$ cat src/rtl/decode_ctrl_stage.sv
// Registered RV32I ID-stage control decoder with load-use interlock, flush and illegal-opcode flag.
// Optional M-extension decode is enabled by defining DECODE_MULDIV_EN.
module decode_ctrl_stage #(
    parameter int XLEN              = 32,
    parameter int LOAD_STALL_CYCLES = 1
) (
    input  logic            clk,
    input  logic            rst,
    input  logic            in_valid,
    output logic            in_ready,
    input  logic [31:0]     in_instr,
    input  logic [XLEN-1:0] in_pc,
    input  logic            flush,
    output logic            out_valid,
    input  logic            out_ready,
    output logic [XLEN-1:0] out_pc,
    output logic [4:0]      out_rs1,
    output logic [4:0]      out_rs2,
    output logic [4:0]      out_rd,
    output logic [1:0]      out_rs1_sel,
    output logic [1:0]      out_rs2_sel,
    output logic [1:0]      out_wb_sel,
    output logic [2:0]      out_func3,
    output logic [0:0]      out_func1,
    output logic [2:0]      out_func_mem,
    output logic            out_reg_write,
    output logic            out_is_branch,
    output logic            out_is_jal,
    output logic            out_is_jalr,
    output logic            out_is_load,
    output logic            out_is_store,
    output logic            out_illegal,
    output logic            out_muldiv
);

    localparam logic [6:0] OP_LUI    = 7'b0110111;
    localparam logic [6:0] OP_AUIPC  = 7'b0010111;
    localparam logic [6:0] OP_JAL    = 7'b1101111;
    localparam logic [6:0] OP_JALR   = 7'b1100111;
    localparam logic [6:0] OP_BRANCH = 7'b1100011;
    localparam logic [6:0] OP_LOAD   = 7'b0000011;
    localparam logic [6:0] OP_STORE  = 7'b0100011;
    localparam logic [6:0] OP_R      = 7'b0110011;
    localparam logic [6:0] OP_I      = 7'b0010011;

    typedef struct packed {
        logic [4:0] rs1;
        logic [4:0] rs2;
        logic [4:0] rd;
        logic [1:0] rs1_sel;
        logic [1:0] rs2_sel;
        logic [1:0] wb_sel;
        logic [2:0] func3;
        logic       func1;
        logic [2:0] func_mem;
        logic       reg_write;
        logic       is_branch;
        logic       is_jal;
        logic       is_jalr;
        logic       is_load;
        logic       is_store;
        logic       illegal;
        logic       muldiv;
    } ctrl_t;

    typedef enum logic [0:0] {ST_RUN = 1'b0, ST_STALL = 1'b1} state_t;

    state_t          state_q, state_d;
    logic [1:0]      cnt_q, cnt_d;
    logic [4:0]      ld_rd_q, ld_rd_d;
    logic            out_valid_q, out_valid_d;
    ctrl_t           ctrl_q, ctrl_d;
    logic [XLEN-1:0] pc_q, pc_d;

    ctrl_t      dec_s;
    logic       use_rs1_s;
    logic       use_rs2_s;
    logic       hazard_s;
    logic       issue_s;
    logic       accept_s;
    logic [6:0] opcode_s;
    logic [2:0] f3_s;
    logic       is_m_s;

    assign opcode_s = in_instr[6:0];
    assign f3_s     = in_instr[14:12];
    assign is_m_s   = (in_instr[31:25] == 7'b0000001);

    // Opcode decode into the control word and register-use flags.
    always_comb begin
        dec_s     = '0;
        use_rs1_s = 1'b0;
        use_rs2_s = 1'b0;
        dec_s.rs1 = in_instr[19:15];
        dec_s.rs2 = in_instr[24:20];
        dec_s.rd  = in_instr[11:7];
        case (opcode_s)
            OP_LUI: begin
                dec_s.wb_sel    = 2'b11;
                dec_s.reg_write = 1'b1;
            end
            OP_AUIPC: begin
                dec_s.rs1_sel   = 2'b00;
                dec_s.wb_sel    = 2'b01;
                dec_s.reg_write = 1'b1;
            end
            OP_JAL: begin
                dec_s.is_jal    = 1'b1;
                dec_s.wb_sel    = 2'b00;
                dec_s.reg_write = 1'b1;
            end
            OP_JALR: begin
                dec_s.is_jalr   = 1'b1;
                dec_s.rs1_sel   = 2'b01;
                dec_s.rs2_sel   = 2'b10;
                dec_s.wb_sel    = 2'b00;
                dec_s.reg_write = 1'b1;
                use_rs1_s       = 1'b1;
            end
            OP_BRANCH: begin
                dec_s.is_branch = 1'b1;
                dec_s.func3     = f3_s;
                use_rs1_s       = 1'b1;
                use_rs2_s       = 1'b1;
            end
            OP_STORE: begin
                dec_s.is_store  = 1'b1;
                dec_s.rs1_sel   = 2'b01;
                dec_s.rs2_sel   = 2'b01;
                dec_s.func_mem  = f3_s;
                use_rs1_s       = 1'b1;
                use_rs2_s       = 1'b1;
            end
            OP_LOAD: begin
                dec_s.is_load   = 1'b1;
                dec_s.rs1_sel   = 2'b01;
                dec_s.rs2_sel   = 2'b10;
                dec_s.wb_sel    = 2'b10;
                dec_s.func_mem  = f3_s;
                dec_s.reg_write = 1'b1;
                use_rs1_s       = 1'b1;
            end
            OP_R: begin
                use_rs1_s = 1'b1;
                use_rs2_s = 1'b1;
                if (is_m_s) begin
`ifdef DECODE_MULDIV_EN
                    dec_s.muldiv    = 1'b1;
                    dec_s.rs1_sel   = 2'b01;
                    dec_s.rs2_sel   = 2'b11;
                    dec_s.func3     = f3_s;
                    dec_s.wb_sel    = 2'b01;
                    dec_s.reg_write = 1'b1;
`else
                    dec_s.illegal   = 1'b1;
`endif
                end else begin
                    dec_s.rs1_sel   = 2'b01;
                    dec_s.rs2_sel   = 2'b11;
                    dec_s.func3     = f3_s;
                    dec_s.func1     = in_instr[30];
                    dec_s.wb_sel    = 2'b01;
                    dec_s.reg_write = 1'b1;
                end
            end
            OP_I: begin
                dec_s.rs1_sel   = 2'b01;
                dec_s.rs2_sel   = 2'b10;
                dec_s.func3     = f3_s;
                dec_s.func1     = (f3_s == 3'b101) ? in_instr[30] : 1'b0;
                dec_s.wb_sel    = 2'b01;
                dec_s.reg_write = 1'b1;
                use_rs1_s       = 1'b1;
            end
            default: begin
                dec_s.illegal = 1'b1;
            end
        endcase
        if (dec_s.rd == 5'd0) begin
            dec_s.reg_write = 1'b0;
        end else begin
            dec_s.reg_write = dec_s.reg_write;
        end
    end

    // Load-use hazard only bites while a load's result is still in flight.
    assign hazard_s = (state_q == ST_STALL) && in_valid &&
                      ((use_rs1_s && (dec_s.rs1 == ld_rd_q)) ||
                       (use_rs2_s && (dec_s.rs2 == ld_rd_q)));

    assign in_ready = !rst && !flush && !hazard_s && (!out_valid_q || out_ready);
    assign issue_s  = out_valid_q && out_ready;
    assign accept_s = in_valid && in_ready;

    // Next-state for the interlock FSM and the output word register.
    always_comb begin
        state_d     = state_q;
        cnt_d       = cnt_q;
        ld_rd_d     = ld_rd_q;
        out_valid_d = out_valid_q;
        ctrl_d      = ctrl_q;
        pc_d        = pc_q;
        if (flush) begin
            state_d     = ST_RUN;
            cnt_d       = 2'd0;
            out_valid_d = 1'b0;
        end else begin
            if (issue_s && ctrl_q.is_load && (ctrl_q.rd != 5'd0)) begin
                state_d = ST_STALL;
                cnt_d   = 2'(LOAD_STALL_CYCLES);
                ld_rd_d = ctrl_q.rd;
            end else if (state_q == ST_STALL) begin
                if (cnt_q <= 2'd1) begin
                    state_d = ST_RUN;
                    cnt_d   = 2'd0;
                end else begin
                    state_d = ST_STALL;
                    cnt_d   = cnt_q - 2'd1;
                end
            end else begin
                state_d = ST_RUN;
            end
            if (accept_s) begin
                out_valid_d = 1'b1;
                ctrl_d      = dec_s;
                pc_d        = in_pc;
            end else if (issue_s) begin
                out_valid_d = 1'b0;
            end else begin
                out_valid_d = out_valid_q;
            end
        end
    end

    // State and output registers with synchronous reset.
    always_ff @(posedge clk) begin
        if (rst) begin
            state_q     <= ST_RUN;
            cnt_q       <= 2'd0;
            ld_rd_q     <= 5'd0;
            out_valid_q <= 1'b0;
            ctrl_q      <= '0;
            pc_q        <= '0;
        end else begin
            state_q     <= state_d;
            cnt_q       <= cnt_d;
            ld_rd_q     <= ld_rd_d;
            out_valid_q <= out_valid_d;
            ctrl_q      <= ctrl_d;
            pc_q        <= pc_d;
        end
    end

    assign out_valid     = out_valid_q;
    assign out_pc        = pc_q;
    assign out_rs1       = ctrl_q.rs1;
    assign out_rs2       = ctrl_q.rs2;
    assign out_rd        = ctrl_q.rd;
    assign out_rs1_sel   = ctrl_q.rs1_sel;
    assign out_rs2_sel   = ctrl_q.rs2_sel;
    assign out_wb_sel    = ctrl_q.wb_sel;
    assign out_func3     = ctrl_q.func3;
    assign out_func1     = ctrl_q.func1;
    assign out_func_mem  = ctrl_q.func_mem;
    assign out_reg_write = ctrl_q.reg_write;
    assign out_is_branch = ctrl_q.is_branch;
    assign out_is_jal    = ctrl_q.is_jal;
    assign out_is_jalr   = ctrl_q.is_jalr;
    assign out_is_load   = ctrl_q.is_load;
    assign out_is_store  = ctrl_q.is_store;
    assign out_illegal   = ctrl_q.illegal;
    assign out_muldiv    = ctrl_q.muldiv;

endmodule

$ cat config.mk
export PLATFORM = sky130hd
export DESIGN_NAME = decode_ctrl_stage
export DESIGN_NICKNAME = d
export VERILOG_FILES = /design/src/rtl/decode_ctrl_stage.sv
export SDC_FILE = /design/constraint.sdc
export NUM_CORES = 1
export LEC_CHECK = 0
export CAP_MARGIN = 0
export CORE_ASPECT_RATIO = 0.75
export CORE_MARGIN = 4
export CORE_UTILIZATION = 43
export CTS_CLUSTER_DIAMETER = 60
export DETAILED_ROUTE_END_ITERATION = 10
export PLACE_DENSITY = 0.77
export SYNTH_ARGS = -nofsm -noshare
export SYNTH_HDL_FRONTEND = slang
export SYNTH_SLANG_ARGS = --single-unit
$ cat constraint.sdc
create_clock -name clk -period 2.14 [get_ports clk]
set_clock_uncertainty 0.15 [all_clocks]
set_input_delay 0.428 -clock clk [delete_from_list [all_inputs] [get_ports clk]]
set_output_delay 0.428 -clock clk [all_outputs]
set_load 0.005 [all_outputs]
Word level (Yosys, flattened, before mapping)
Index checks and enable logic that the tools add are counted.

Register bits: 76. Input port bits: 69.

Reduce and logical (&&, ||, !) cells: 34. Magnitude comparators: 1. Muxes and demuxes: 28. Add/subtract/negate cells: 1. Bitwise operators: 1. Eq/ne operators: 13.

Operators by type and width (count): 7-bit by 6-bit == test with 1-bit output (second input constant) (3); 7-bit == test (second input constant) (3); 1-bit two-way mux (18); 7-bit by 5-bit == test with 1-bit output (second input constant) (2); 6-bit OR reduction (2); 1-bit logical AND (11); 5-bit == test (2); 9-bit two-way mux (1); 3-bit OR reduction (3); 2-bit one-hot mux with 4 select lines (1); 2-bit OR reduction (4); 8-bit OR reduction (1); 7-bit by 1-bit == test with 1-bit output (second input constant) (1); 7-bit by 2-bit == test with 1-bit output (second input constant) (1); 1-bit one-hot mux with 2 select lines (3); 2-bit one-hot mux with 3 select lines (1); 3-bit one-hot mux with 2 select lines (1); 5-bit zero test (1); 5-bit nonzero test (1); 1-bit zero test (4); 2-bit one-hot mux with 2 select lines (1); 2-bit AND reduction (2); 2-bit nonzero test (2); 4-bit OR reduction (1); 7 further kinds (8).

Logic depth before layout (Yosys ltp)
Gate-level depths: netlist of run 1.

Word-level depth: 11. Depth in mapped cells: 8.

Worst setup path before layout of run 1
Ideal clock, no wire load.

Path kind: input to output. Start: in in_instr[6]. End: out in_ready. Arrival: 1.558 ns. Cell stages on the path: 7. Path slack: 0.004 ns. Cells stage by stage: and3b_1 > buf_2 > o21bai_1 > and4b_1 > buf_2 > buf_2 > nor3_1.

Word-level cells in the longest chain between the ends: 9. Elaborated cells on any way between the ends: 17.

Ends and longest elaborated chain: start, declared (line 11) `input logic [31:0] in_instr,`; 7-bit by 5-bit == test with 1-bit output, or another cell as far along (line 97) `case (opcode_s)`; 6-bit OR reduction (no line) / 3-bit OR reduction (equally long branches); 1-bit two-way mux (line 97); 1-bit logical AND, on equally long branches (line 188, 189); 1-bit logical OR * (line 188) `((use_rs1_s && (dec_s.rs1 == ld_rd_q)) ||`; 1-bit logical AND * (line 187) `assign hazard_s = (state_q == ST_STALL) && in_valid &&`; 1-bit zero test * (line 191) `assign in_ready = !rst && !flush && !hazard_s && (!out_valid_q || out_ready);`; 1-bit logical AND * (2 in a row) (line 191); end, declared (line 10) `output logic in_ready,`.

Every way passes the cells marked *; elsewhere a longest branch is shown, timed or not.

Worst setup path in the final report of run 1
Start: in in_instr[20]. End: out in_ready.

Word-level cells in the longest chain between the ends: 7.

Ends and longest elaborated chain: 5-bit == test (line 189) `(use_rs2_s && (dec_s.rs2 == ld_rd_q)));`; 1-bit logical AND (line 189); 1-bit logical OR (line 188); 1-bit logical AND (line 187); 1-bit zero test (line 191); 1-bit logical AND (2 in a row) (line 191).

Every way passes these cells.

==> results of run 1 <==
-- area by class of cell --
cell class | instances | area share
tap | 101 | 0.0237
sequential | 75 | 0.282
timing repair buffer | 179 | 0.324
clock inverter | 4 | 0.0141
multi-input combinational | 290 | 0.328
clock buffer | 11 | 0.0265
inverter | 2 | 0.00141
-- repair_timing --
action,CTS,global route
pin swaps,13,6
cloned,0,1
endpoints found under the setup margin,67,41
setup buffers,1,1
resized for setup,39,24
-- registers in the layout (all words and copies together), names as in the netlist, 2 cells and up --
signal	cells
ld_rd_q	5
out_rs2	5
out_wb_sel	2
cnt_q	2
out_func3	3
out_rd	5
out_rs1	5
out_pc	32
out_func_mem	3
out_rs2_sel	2
-- kinds of logic after synthesis --
family,count (synthesis),share of synthesized area
simple gates,131,0.219
flops,75,0.448
buf+inv,42,0.0568
xor+xnor,10,0.0262
other cells,1,0.00112
mux,7,0.0209
compound gates,140,0.227
-- layout by cell type (no fill, tap or decap), drive strengths merged, types with 3 or more instances in the layout --
master           n
clkbuf          12
a21oi           57
a31oi            3
mux2i            7
nor2b            4
buf             47
clkdlybuf4s50  116
nand3           52
nand4b           3
nand2b          13
nand4            8
dlygate4sd2     14
and3             3
nor2            17
xor2             4
nand2            8
nor4             4
dfxtp           75
nor3             6
nor3b            3
xnor2            6
o21ai           67
-- worst max-delay path, cell delays in order --
cell           delay (ns)
dlygate4sd2_1        0.27
xor2_1               0.17
a211o_1              0.26
nor3_2               0.23
nor3_2               0.07
buf_2                0.13
-- routing by layer --
layer	up-vias	part of all wire	global-route usage
met5	-	0	0
met4	0	0.010	0.0634
met3	11	0.12	0.0938
met2	163	0.45	0.344
met1	1678	0.42	0.312
li1	1767	-	-
-- metrics by stage --
step | hold WS (ns) | total power, uW | setup TNS (ns)
floorplan | 0.287 | 1620 | 0
global placement | 0.294 | 1880 | -33.02
detailed placement | 0.312 | 1880 | -32.66
CTS | 0.329 | 3060 | 0
global route | 0.344 | 3170 | -0.318
finish | 0.324 | 3050 | 0
-- final timing paths --
path | from | to | cells after the start
hold / removal | out_func3[2]$_SDFFE_PP0P_ | out_func3[2]$_SDFFE_PP0P_ | 2
setup reg to reg | ld_rd_q[4]$_SDFFE_PP0P_ | out_rd[1]$_SDFFE_PP0P_ | 9
setup / recovery | in_instr[20] | in_ready | 6
hold reg to reg | out_func3[2]$_SDFFE_PP0P_ | out_func3[2]$_SDFFE_PP0P_ | 2
-- power by group through the flow --
stage | Sequential (uW) | Clock, uW | Combinational (uW)
final | 1440 | 1190 | 418
after global placement | 1470 | 0 | 403
after detailed placement | 1480 | 0 | 407
after global routing | 1450 | 1280 | 451
after floorplan | 1480 | 0 | 138
after CTS | 1440 | 1210 | 402
==> results.md, run 1 <==
* Total Wirelength at about 11000 um
* YS warnings at 0
* Synth top area cells: dfxtp_1 (45%), a21oi_1 (8.5%), nand3_1 (7.8%), o21ai_0 (7.8%), clkbuf_1 (2.5%)
* Comb power frac at 0.137
* Max-Cap Viols at 0
* Cells after DPL at ~640
* Power per cell area at approximately 570 nW/um^2
* Multi-input logic area at around 1800 um^2
* Clock root cell: clkbuf_8
* DR WL/cell at 16.5 um
* Leak Pwr at around 0.0019 uW
* Critical Path RT at ~1.6 ns
* Fmax at roughly 470 MHz
* First-pass GRT wire length at ~17000 um
* Top-Level Pins at approximately 140
* Most common cell in the netlist: dfxtp_1
* Core area at ~7500 um^2
* Gr ovfl total at 0
* Synthesized area at roughly 3300 um^2
* Clk_lat worst skew at roughly 0.34 ns
* Sw frac at 0.229
* DP Wirelength at between 7000 and 8000 um
* Startpoint type of the worst setup path: primary input
* Power share of the clock group at 0.390
* Cts hold-fix bufs at 0
* IO buf count at between 100 and 150
* Crit path DAT at 1.56 ns
* Crit end category: primary output
* Die height at between 80 and 90 um
* Endpoints failing hold at 0
* P_int at approximately 2400 uW
* Final net count at 626
* Share of the synthesized area in the top cell type at 0.448
* Final Wtd Congestion at 0.908
* Final setup viols at 0
* CTS Sinks at 75
* Post-layout min period at around 2.1 ns
* Antenna cell count at 0
* Leading area contributor after synthesis: dfxtp_1
* # DRC at 0
* Maximum VDD drop at roughly 0.46 mV
* HP Class: flip-flop to flip-flop
* Count of different cell masters after synthesis at 48
* Period utilization at 0.998
* Slew Limit Fails at 0
* Detail Route Antenna Nets at 0
* Status: finished, final reports clean
* Post-DP Area at between 5000 and 6000 um^2
* Fin cells at about 660
* Synth Flop Type: dfxtp_1
* Pre-CTS WS at -0.728 ns
* Slew headroom at 0.625
* Flop pwr share at 0.473
* Post-Syn Area per Cell at just over 8 um^2
* R2R Setup Slk at roughly 0.1 ns
* Layout cells sized above 1 at 0.153
* Switch Pwr at around 700 uW
* DR vias at ~3600
* Initial DRC Count at between 200 and 250
* Critical Path Fanout Max at 2
* Post-synth ARST share at 0
* Cell Rows at 27
* Fill cells at between 500 and 600
* Seq/Total Area, Yosys at 0.448
* Antenna violations before repair at 0
* Storage cell area at between 1500 and 2000 um^2
* RSZ-0062 raised after global routing: yes
* GRT Total Usage at 0.232
* Post-Layout Inst Area at approximately 5300 um^2
* Die width at about 110 um
* Largest net degree at the start of global routing at between 50 and 60
* Setup ws final at about 0.0032 ns
* Pre-antenna DRT Iters at 5
* Post-synth EDFFs at 0
* CTS tree: built
* Synth-to-layout area growth at 59.5%
* Initial Utilization at 0.448
* Slew @ Worst Pin at ~0.56 ns
* Vias per cell at 5.47
* Crit Path Category: primary input to primary output
* Post-synth top cells: dfxtp_1 (75), a21oi_1 (57), nand3_1 (52), o21ai_0 (52), clkbuf_1 (22)
* Util after Layout at 0.715
* #FFs+latches synth at 75
* Vias in the first global route at 3562
* Die area at about 9300 um^2
* H-tree levels at 3
* Clk pin slew, worst setup/hold paths at 0.07 ns
* Largest buffer count on any clock path at 2
* Clock buffer count from CTS at 9
* Post-synthesis instance total at ~400
Power figures use the tool's default switching activity.
==> run 2, diff against run 1 <==
--- a/config.mk
+++ b/config.mk
@@ -15,3 +15,4 @@
 export SYNTH_ARGS = -nofsm -noshare
 export SYNTH_HDL_FRONTEND = slang
 export SYNTH_SLANG_ARGS = --single-unit
+export TNS_END_PERCENT = 20
==> run 2 against run 1 <==
The run now ends with negative setup slack left. Via count up 0.47%. Non-clock buffer count down 2. Largest power group unchanged. Die area is the same. Sequential share of layout area up 0.29 points. Combinational power fell by 2%. Global-route usage unchanged. Clock power is essentially flat. Worst hold slack about the same. Sequential power hardly changed. Count of clock-buffer cells in the layout is the same. Cell count fell by 0.30%.
==> results.md, run 2 (synthesized netlist as in run 1, its figures left out) <==
* Fmax at approximately 470 MHz
* Vias in the first global route at 3562
* Commonest cells after routing, fill and taps aside: clkdlybuf4s50_1 (116), dfxtp_1 (71), a21oi_1 (57)
* Setup ws final at -0.00696 ns
* Synth-to-layout area growth at 57.9%
* Max-Cap Viols at 0
* Critical Path Fanout Max at 2
* # DRC at 0
* Maximum VDD drop at between 0.4 and 0.5 mV
* Clk pin slew, worst setup/hold paths at approximately 0.070 ns
* GRT Total Usage at 0.232
* Crit path DAT at around 1.6 ns
* Crit Path Category: primary input to primary output
* Post-Layout Inst Area at 5290 um^2
* HP Class: flip-flop to flip-flop
* Status: finished, violations left
* Pre-antenna DRT Iters at 5
* Endpoints failing hold at 0
* Cell Rows at 27
* Top-Level Pins at between 100 and 150
* Multi-input logic area at 1750 um^2
* Gr ovfl total at 0
* Layout cells sized above 1 at 0.152
* Leak Pwr at about 0.0019 uW
* DP Wirelength at about 7700 um
* Fill cells at roughly 600
* Final net count at 624
* RSZ-0062 raised after global routing: yes
* Die width at ~110 um
* Final setup viols at 1
* Setup TNS at -0.00696 ns
* Die height at 84.4 um
* Max FFs per register at 32
* CTS Sinks at 75
* Power per cell area at about 580 nW/um^2
* DR WL/cell at around 16 um
* Startpoint type of the worst setup path: primary input
* Clock buffer count from CTS at 9
* Core area at between 7000 and 8000 um^2
* Detail Route Antenna Nets at 0
* Overall Power at about 3100 uW
* DR vias at 3636
* Initial Utilization at 0.448
* Largest net degree at the start of global routing at 57
* H-tree levels at 3
* Largest buffer count on any clock path at 2
* Util after Layout at 0.708
* Period utilization at 1.00
* Clk_lat worst skew at about 0.35 ns
* Total Wirelength at roughly 11000 um
* IO buf count at 136
* First-pass GRT wire length at 17200 um
* Vias per cell at around 5.5
* Storage cell area at around 1500 um^2
* CTS tree: built
* Post-layout min period at 2.15 ns
* Commonest non-fill, non-tap cell in the layout: clkdlybuf4s50_1
* Slew Limit Fails at 0
* Antenna cell count at 0
* Initial DRC Count at 230
* Antenna violations before repair at 0
* Slew @ Worst Pin at 0.578 ns
* Slew headroom at 0.615
* Critical Path RT at ~1.6 ns
* Hold_ws at 0.324 ns
* Die area at between 9000 and 10000 um^2
* Clock root cell: clkbuf_8
* Crit end category: primary output
* Final Wtd Congestion at ~0.9
* Violated checks: negative setup slack
* Post-DP Area at roughly 5000 um^2
[run 2: critical path, stage by stage]
cell	delay, ns
dlygate4sd2_1	0.27
xor2_1	0.17
a211o_1	0.26
nor3_2	0.24
nor3_2	0.07
buf_2	0.13
[run 2: worst paths after layout]
check                             from                           to  slack (ns)  depth (start not counted)
max                       in_instr[20]                     in_ready      -0.007                          6
max reg2reg    ld_rd_q[4]$_SDFFE_PP0P_  out_rs1_sel[0]$_SDFFE_PP0P_        0.14                          6
min          out_func3[2]$_SDFFE_PP0P_    out_func3[2]$_SDFFE_PP0P_        0.32                          2
min reg2reg  out_func3[2]$_SDFFE_PP0P_    out_func3[2]$_SDFFE_PP0P_        0.32                          2
[run 2: metrics by stage]
stage,setup slack (ns),cells
floorplan,0.00356,407
global placement,-0.743,644
detailed placement,-0.728,644
CTS,0.000459,660
global route,-0.0763,660
finish,-0.00696,660
[run 2: metal layers]
metal | vias to the layer above | track usage | share of wire
met3 | 8 | 0.0938 | 0.12
met5 | - | 0 | 0
met1 | 1695 | 0.312 | 0.43
met2 | 176 | 0.344 | 0.44
li1 | 1757 | - | -
met4 | 0 | 0.0634 | 0.0090
[run 2: what timing repair did]
action | CTS | global route
endpoints found under the setup margin | 67 | 41
setup buffers | 1 | 0
endpoints found under the hold margin | 0 | 0
hold buffers | 0 | 0
pin swaps | 13 | 5
gates resized for setup | 39 | 15
[run 2: where the power goes]
| part | switching (uW) | total (uW) | internal [uW] |
|---|---|---|---|
| registers | 16.8 | 1440 | 1430 |
| logic | 172 | 409 | 237 |
| clock network | 521 | 1200 | 683 |
| total | 709 | 3060 | 2350 |
[run 2: cell type report]
class / count / share of cell area
clock inverter: 4 / 0.0142
inverter: 2 / 0.00142
timing repair buffer: 177 / 0.319
clock buffer: 11 / 0.0267
sequential: 75 / 0.285
multi-input combinational: 290 / 0.330
tap: 101 / 0.0239
==> run 3, diff against run 2 <==
--- a/config.mk
+++ b/config.mk
@@ -11,7 +11,9 @@
 export CORE_UTILIZATION = 43
 export CTS_CLUSTER_DIAMETER = 60
 export DETAILED_ROUTE_END_ITERATION = 10
+export GPL_ROUTABILITY_DRIVEN = 0
 export PLACE_DENSITY = 0.77
+export REMOVE_ABC_BUFFERS = 1
 export SYNTH_ARGS = -nofsm -noshare
 export SYNTH_HDL_FRONTEND = slang
 export SYNTH_SLANG_ARGS = --single-unit
==> run 3 against run 2 <==
Worst hold slack got worse by 0.0089 ns. Utilization decreased by 1.1 points. Highest routed layer unchanged. Critical path type unchanged. Largest power group unchanged. Critical endpoint unchanged. Die area unchanged. Cell area decreased by 1.6%. The run still ends with negative setup slack left. Setup slack got worse by 0.011 ns. Sequential cell count unchanged.
==> results.md, run 3 (synthesized netlist as in run 1, its figures left out) <==
* Status: finished, violations left
* Violated checks: negative setup slack
* Power per cell area at 539 nW/um^2
* Worst Path Buf+Inv at 2
* Pre-antenna DRT Iters at 4
* Top-Level Pins at about 140
* Setup crit end: in_ready
* Die height at between 80 and 90 um
* Final net count at about 630
* Cells on worst reg2reg path at 8
* Period utilization at 1.01
* Endpoints failing hold at 0
* RSZ-0062 raised after global routing: yes
* Startpoint type of the worst setup path: primary input
* Vias per cell at about 5.5
* Commonest cells after routing, fill and taps aside: clkdlybuf4s50_1 (116), dfxtp_1 (72), a21oi_1 (57)
* Crit-path slowest cell: and4b_2
* Post-layout min period at approximately 2.2 ns
* Gr ovfl total at 0
* Fmax at 464 MHz
* Layout cells sized above 1 at 0.139
* Util after Layout at 0.697
* Core area at around 7500 um^2
* Final setup viols at 1
* Crit path max-delay family: simple AND/OR/NAND/NOR gates
* DR vias at 3644
* Synth-to-layout area growth at 55.5%
* Crit path depth at 6
* Max-Cap Viols at 0
* Total Wirelength at roughly 11000 um
* Vias in the first global route at 3458
* Crit Path Category: primary input to primary output
* Largest stage delay on the critical path at 0.24 ns
* Antenna violations before repair at 0
* H-tree levels at 3
* Initial DRC Count at approximately 190
* DP Wirelength at roughly 7800 um
* Maximum VDD drop at approximately 0.33 mV
* Critical Path Fanout Max at 2
* Cells along the critical path: clkdlybuf4s15_1 -> and3b_2 -> o21bai_4 -> and4b_2 -> nor3_2 -> buf_2
* IO buf count at between 100 and 150
* Commonest non-fill, non-tap cell in the layout: clkdlybuf4s50_1
* Slew Limit Fails at 0
* CTS tree: built
* Initial Utilization at 0.448
* Leak Pwr at 0.00184 uW
* First-pass GRT wire length at around 17000 um
* RR Startpoint: ld_rd_q[0]$_SDFFE_PP0P_
* CTS Sinks at 75
* Fin cells at 662
* Largest net degree at the start of global routing at between 50 and 60
* Cell Rows at 27
* R2R Setup Slk at 0.13 ns
* Cells after DPL at 645
* Antenna cell count at 0
* Critical path origin: in_instr[6]
* Die area at a little over 9000 um^2
* GRT Total Usage at 0.226
* Largest buffer count on any clock path at 2
* Critical Path RT at roughly 1.6 ns
* Max FFs per register at 32
* # DRC at 0
* Clock root cell: clkbuf_8
* Die width at about 110 um
* HP Class: flip-flop to flip-flop
* Setup ws final at -0.0175 ns
* DR WL/cell at around 16 um
* R2R Path End: out_rd[0]$_SDFFE_PP0P_
* Crit end category: primary output
* Clock buffer count from CTS at 9
* Crit path DAT at between 1.5 and 2 ns
* Clk_lat worst skew at 0.34 ns
* Detail Route Antenna Nets at 0
* Cts hold-fix bufs at 0
* Clk pin slew, worst setup/hold paths at around 0.06 ns
[run 3: cell types whose count changed in the layout (fill, tap and decap cells not counted), moves of 2 or more]
cell / change
o41ai_1: +2
xnor2_1: +3
clkinv_2: +2
o41ai_2: -2
dlygate4sd2_1: +2
xnor2_2: -3
buf_4: +2
bufinv_16: -2
[run 3: area by class of cell]
cell class | count | area, um^2
clock buffers | 12 | 145
clock inverters | 4 | 26.3
repair buffers | 178 | 1690
multi-input cells | 290 | 1710
well taps | 101 | 126
inverters | 2 | 7.51
flip-flops and latches | 75 | 1510
fillers | 622 | 2260
[run 3: what timing repair did]
item,in CTS,in global routing
gates resized for setup,39,6
pin swaps,13,3
endpoints found under the setup margin,67,41
buffers inserted,2,0
hold endpoints to repair,0,0
[run 3: how the worst min path moves through the flow]
stage / start / cells after the start / end
2_1_floorplan: cnt_q[1]$_SDFFE_PP0P_ / 1 / cnt_q[1]$_SDFFE_PP0P_
3_3_place_gp: cnt_q[1]$_SDFFE_PP0P_ / 1 / cnt_q[1]$_SDFFE_PP0P_
3_5_place_dp: cnt_q[1]$_SDFFE_PP0P_ / 1 / cnt_q[1]$_SDFFE_PP0P_
4_1_cts: cnt_q[1]$_SDFFE_PP0P_ / 1 / cnt_q[1]$_SDFFE_PP0P_
5_1_grt: out_func3[0]$_SDFFE_PP0P_ / 2 / out_func3[0]$_SDFFE_PP0P_
6_report: cnt_q[1]$_SDFFE_PP0P_ / 1 / cnt_q[1]$_SDFFE_PP0P_
[run 3: routing by layer]
| layer | GRT usage | routed length, um | vias to the layer above |
|---|---|---|---|
| met5 | 0 | 0 | - |
| met4 | 0.0612 | 168 | 0 |
| met3 | 0.0776 | 1070 | 15 |
| met2 | 0.349 | 5030 | 150 |
| met1 | 0.301 | 4530 | 1713 |
| li1 | - | - | 1766 |
[run 3: where the power goes]
| group | switching (uW) | leakage (uW) | internal, uW |
|---|---|---|---|
| combinational | 169 | 0.00114 | 239 |
| clock | 502 | 0.0000863 | 452 |
| sequential | 17.0 | 0.000609 | 1430 |
[run 3: worst register-to-register path, cell delays in order, from the launching register on]
cell and delay [ns]:
dfxtp_1 0.35, xor2_1 0.16, a211o_1 0.27, buf_4 0.16, o31ai_4 0.24, buf_6 0.17, buf_12 0.16, o21ai_0 0.09
a21oi_1 0.18
[run 3: per-stage QoR]
| step | total power [uW] | hold slack, ns | setup TNS [ns] | setup WS [ns] | cell area, um^2 |
|---|---|---|---|---|---|
| floorplan | 1580 | 0.287 | -56.06 | -0.994 | 3170 |
| global placement | 1880 | 0.298 | -39.88 | -0.783 | 5000 |
| detailed placement | 1890 | 0.304 | -41.07 | -0.803 | 5000 |
| CTS | 2840 | 0.314 | -0.0338 | -0.0338 | 5190 |
| global route | 2920 | 0.348 | -0.0613 | -0.0515 | 5200 |
| finish | 2810 | 0.316 | -0.0175 | -0.0175 | 5200 |
